`config.mk`:
```
export PLATFORM = sky130hd
export DESIGN_NAME = hilo_mult_unit
export DESIGN_NICKNAME = d
export VERILOG_FILES = /design/src/rtl/hilo_mult_unit.sv
export SDC_FILE = /design/constraint.sdc
export NUM_CORES = 1
export LEC_CHECK = 0
export CORE_MARGIN = 2
export CORE_UTILIZATION = 51
export DETAILED_ROUTE_END_ITERATION = 6
export GPL_TIMING_DRIVEN = 0
export PLACE_DENSITY = 0.86
export SETUP_SLACK_MARGIN = 0.05
export SYNTH_ARGS = -nofsm -noshare
export SYNTH_HDL_FRONTEND = slang
export SYNTH_SLANG_ARGS = --single-unit
export TNS_END_PERCENT = 30
```
`constraint.sdc`:
```
create_clock -name clk -period 4.3 [get_ports clk]
set_input_delay 0.86 -clock clk [delete_from_list [all_inputs] [get_ports clk]]
set_output_delay 0.86 -clock clk [all_outputs]
set_load 0.02 [all_outputs]
```
`src/rtl/hilo_mult_unit.sv`:
```
// hilo_mult_unit: sequential 32-cycle shift/add multiplier with the HI/LO
// result registers of the MIPS datapath.
//   clk, rst_n       clock, asynchronous active-low reset
//   start            begin a multiply (accepted in IDLE only)
//   signed_op        1 = MULT (signed), 0 = MULTU; sampled with start
//   rs_val, rt_val   operands; sampled with start
//   mthi, mtlo       write wdata to HI/LO (IDLE only, start low)
//   wdata            move data
//   hi, lo           HI/LO registers
//   busy             multiply in progress
//   done             one-cycle pulse after HI/LO updated by a multiply
module hilo_mult_unit #(
  parameter int unsigned WIDTH = 32
) (
  input  logic             clk,
  input  logic             rst_n,
  input  logic             start,
  input  logic             signed_op,
  input  logic [WIDTH-1:0] rs_val,
  input  logic [WIDTH-1:0] rt_val,
  input  logic             mthi,
  input  logic             mtlo,
  input  logic [WIDTH-1:0] wdata,
  output logic [WIDTH-1:0] hi,
  output logic [WIDTH-1:0] lo,
  output logic             busy,
  output logic             done
);

  localparam int unsigned AW = 2 * WIDTH;
  localparam int unsigned CW = $clog2(WIDTH);

  typedef enum logic [1:0] {
    S_IDLE = 2'd0,
    S_RUN  = 2'd1,
    S_FIX  = 2'd2
  } state_e;

  state_e           state_q,  state_d;
  logic [WIDTH-1:0] mcand_q,  mcand_d;
  logic [WIDTH-1:0] mplier_q, mplier_d;
  logic [AW-1:0]    acc_q,    acc_d;
  logic [CW-1:0]    count_q,  count_d;
  logic             neg_q,    neg_d;
  logic [WIDTH-1:0] hi_q,     hi_d;
  logic [WIDTH-1:0] lo_q,     lo_d;
  logic             busy_q,   busy_d;
  logic             done_q,   done_d;

  logic [WIDTH-1:0] addend;
  logic [WIDTH:0]   sum;
  logic [AW-1:0]    result;

  // Next-state and datapath
  always_comb begin
    state_d  = state_q;
    mcand_d  = mcand_q;
    mplier_d = mplier_q;
    acc_d    = acc_q;
    count_d  = count_q;
    neg_d    = neg_q;
    hi_d     = hi_q;
    lo_d     = lo_q;
    done_d   = 1'b0;
    addend   = '0;
    sum      = '0;
    result   = '0;

    case (state_q)
      S_IDLE: begin
        if (start) begin
          // Signed operands enter the unsigned core as magnitudes;
          // |min-int| wraps to itself, which is correct read as unsigned.
          mcand_d  = (signed_op && rs_val[WIDTH-1]) ? (~rs_val + WIDTH'(1)) : rs_val;
          mplier_d = (signed_op && rt_val[WIDTH-1]) ? (~rt_val + WIDTH'(1)) : rt_val;
          neg_d    = signed_op & (rs_val[WIDTH-1] ^ rt_val[WIDTH-1]);
          acc_d    = '0;
          count_d  = '0;
          state_d  = S_RUN;
        end else begin
          if (mthi) hi_d = wdata;
          if (mtlo) lo_d = wdata;
        end
      end

      S_RUN: begin
        addend  = mplier_q[count_q] ? mcand_q : '0;
        // Carry out of the upper-half add lands in bit AW-1 after the shift
        sum     = {1'b0, acc_q[AW-1:WIDTH]} + {1'b0, addend};
        acc_d   = {sum, acc_q[WIDTH-1:1]};
        count_d = count_q + CW'(1);
        if (count_q == CW'(WIDTH - 1)) state_d = S_FIX;
      end

      S_FIX: begin
        result  = neg_q ? (~acc_q + AW'(1)) : acc_q;
        hi_d    = result[AW-1:WIDTH];
        lo_d    = result[WIDTH-1:0];
        done_d  = 1'b1;
        state_d = S_IDLE;
      end

      default: state_d = S_IDLE;
    endcase

    busy_d = (state_d != S_IDLE);
  end

  // State and output registers
  always_ff @(posedge clk or negedge rst_n) begin
    if (!rst_n) begin
      state_q  <= S_IDLE;
      mcand_q  <= '0;
      mplier_q <= '0;
      acc_q    <= '0;
      count_q  <= '0;
      neg_q    <= 1'b0;
      hi_q     <= '0;
      lo_q     <= '0;
      busy_q   <= 1'b0;
      done_q   <= 1'b0;
    end else begin
      state_q  <= state_d;
      mcand_q  <= mcand_d;
      mplier_q <= mplier_d;
      acc_q    <= acc_d;
      count_q  <= count_d;
      neg_q    <= neg_d;
      hi_q     <= hi_d;
      lo_q     <= lo_d;
      busy_q   <= busy_d;
      done_q   <= done_d;
    end
  end

  assign hi   = hi_q;
  assign lo   = lo_q;
  assign busy = busy_q;
  assign done = done_q;

endmodule

```
==> metrics.txt <==
status=finished, final reports clean; sequential power share=a little under a third; drt first pass iters=7; Mapped Nets=about 1600; final max-slew violation count=0; Leak=6.376 nW; share of cells above drive strength 1=around 8%; fin crit period=4221 ps; I/O Pins=168; type of origin of the critical path=flip-flop; xor-xnor portion of the synthesized cell area=8.830%; FF-to-FF setup slack=80 ps; sequential area share after synthesis=39.81%; worst slew pin tran=1222 ps; number of enable flip-flop cells after synthesis=0; Worst Skew=11.36 ps; number of global-route vias before repair=between 10000 and 15000; main combinational cell family by area after synthesis=compound AO/OA/AOI/OAI gates; post-synth design cell area=12700 µm²; CP Capture Type=flip-flop; first-pass GRT wire length=62070 µm; clock slew at reported path FFs=60 ps; CP Buf/Inv Count=2; Placement Rows=57; Worst Path Required=4740 ps; Post-Layout Cell Count=1969; Hold/Removal Path Class=primary input to async pin; DRT iter0 DRCs=1186; DP Wirelength=just under 30000 µm; Clock Path Buffers=3; Tcrit/Tclk final=98.16%; Synth Flop Type=dfrtp_1; die height=approximately 160 µm; H-tree Lvls=1; commonest non-fill, non-tap cell in the layout=nand2_1; origin of the critical flop-to-flop path=count_q[0]; final count of negative-setup-slack endpoints=0; ANT nets after route=0; post-synth cell types=79; GRT Resource Usage Total=29.55%; YS warnings=0; Synth-to-Final Area Change=24.61%; Fin. Hold Viols=0; worst skew pair latency=510 ps; drt drc=0; # fillers=2011; cts hold-fix bufs=0; combinational cell fraction of total power=55.9%; sw power=5.588 mW; Clock power frac=roughly 14%; Core Region=roughly 24000 µm²; Post-Place Worst Slack=-1050 ps; slew margin rel.=17.92%; Mapped Avg Cell Area=8.860 µm²; VDD IR max=0.4419 mV; initial antenna violation count=0; Achievable Freq=between 200 and 250 MHz; GP Congestion=0.9953; final worst slack=78.97 ps; PwrDens=796.7 nW/µm²; # diodes=0; crit path DAT=4660 ps; Net Sw Frac=about 44%; largest fanout on the critical path=8; placed cells=1925; Async S/R FF share, synth=100.0%; post-synthesis mux area share=approximately 3.4%; max cap viols=0; Via density=6.152; Synth Area in Compound Gates=20.93%; CTS tree=done; R2R depth=14; routed vias=12110; RSZ-0062 raised after global routing=no; initial core utilization=52.05%; FF+latch count, synth=202; PortBufs=167; routed len/inst=between 20 and 25 µm; Cell Chain, Critical Path=buf_6 > mux4_2 > mux4_2 > mux2i_4 > buf_12 > nor2b_1 > ha_1 > nor2b_2 > o211ai_1 > a31o_2 > o211ai_1 > a31oi_2 > or4_1 > nand3_1; Int Pwr=7.016 mW; TritonCTS Sinks=202; Top Family by Delay on Critical Path=multiplexers; Post-Synthesis Cells=~1400; Overflow after GRT=0; end of the worst register-to-register path=acc_q[63]; Die ar.=26170 µm²; clk root buf=clkbuf_16; Synth Area in Adders=around 3.8%; critical path class=flip-flop to flip-flop; CP max stage delay=540 ps; die width=161.8 µm; Simple-Gate Fraction of Synth Area=19.78%; commonest cells after routing, fill and taps aside=219 x nand2_1, 202 x dfrtp_1, 166 x clkdlybuf4s50_1; largest net degree at the start of global routing=130; fin nets=around 1800; DRT Wirelength=a little under 40000 µm; CTS Buf Count=22; Slowest cell on crit path=mux4_2
-- power groups by stage --
stage          sequential, mW  combinational [mW]  clock, mW
2_1_floorplan            3.80                4.01          0
3_3_place_gp             3.72                6.03          0
3_5_place_dp             3.76                6.18          0
4_1_cts                  3.74                6.45       1.78
5_1_grt                  3.90                7.67       1.86
6_report                 3.79                7.04       1.77
-- state kept, by name, indices dropped and copies added (netlist names) --
| name | count |
|---|---|
| done | 1 |
| neg_q | 1 |
| state_q | 2 |
| mcand_q | 32 |
| mplier_q | 32 |
| busy | 1 |
| acc_q | 64 |
| lo | 32 |
| count_q | 5 |
| hi | 32 |
-- stage by stage --
step | instance area, µm² | hold slack (ps) | utilization [%] | TNS [ps] | power [mW]
floorplan | 12700 | 438.1 | - | 0 | 7.806
global placement | 14770 | 453.1 | 60.57 | -1187240 | 9.752
detailed placement | 14810 | 463.0 | 60.71 | -17830 | 9.946
CTS | 15600 | 335.8 | 63.94 | 0 | 11.97
global route | 15820 | 360.2 | 64.86 | 0 | 13.43
finish | 15820 | 310.8 | 64.86 | 0 | 12.60
-- cells by family (layout without fill, tap and decap cells) --
kind of cell	after synthesis	in the layout
AND/OR/NAND/NOR	509	509
AO/OA/AOI/OAI	419	419
flip-flops	202	202
XOR/XNOR	128	128
buffers and inverters	107	319
adder cells (fa/ha/maj)	38	38
multiplexers	30	30
-- final cells by class --
class / count / area [µm²] / share of cell area, %
buffer: 78 / 370.4 / 2.341
clock buffer: 33 / 633.1 / 4.002
clock inverter: 3 / 21.27 / 0.1345
inverter: 21 / 78.83 / 0.4983
multi-input combinational: 1124 / 7405 / 46.80
sequential: 202 / 5055 / 31.95
tap: 324 / 405.4 / 2.562
timing repair buffer: 184 / 1852 / 11.71
-- how the worst max path moves through the flow --
stage	start	to	slack (ps)	cells past startpoint
global placement	rst_n	lo[24]	-5830	1
floorplan	count_q[0]	acc_q[60]	70	14
finish	count_q[0]	acc_q[63]	80	14
CTS	count_q[2]	acc_q[63]	70	16
detailed placement	count_q[0]	acc_q[58]	-1050	14
global route	count_q[0]	acc_q[60]	10	15
-- timing repair --
action	4_1_cts	5_1_grt
endpoints found under the setup margin	27	19
gates cloned	0	1
pin swaps	5	15
gates resized for setup	25	37
buffers inserted	7	8
-- synthesized netlist by cell type, types with 12 or more instances --
library cell  count  share of area, %
dfrtp_1         202                40
nor2_1           93               2.7
xnor2_1          57               3.9
o31ai_1          37               2.2
o22ai_1          13              0.64
a221oi_1         12              0.83
o21ai_0         167               6.6
xor2_1           71               4.9
clkbuf_1         72               2.1
ha_1             37               3.6
or4_1            16              0.95
inv_1            20              0.59
or3_1            14              0.69
nand4_1          14              0.69
a22o_1           35               2.4
nor3_1           25              0.99
a21oi_1          66               2.6
mux2i_1          19               1.5
nand2b_1         12              0.59
nand2_1         220               6.5
nand3_1          20              0.79
nor2b_1          41               2.0
-- layer usage --
| metal | part of all wire, % | GRT usage, % |
|---|---|---|
| met1 | 41 | 39.50 |
| met2 | 47 | 48.96 |
| met3 | 8.7 | 4.316 |
| met4 | 4.0 | 11.26 |
| met5 | 0 | 0 |
Note: power is estimated with default switching activity, not from simulation.
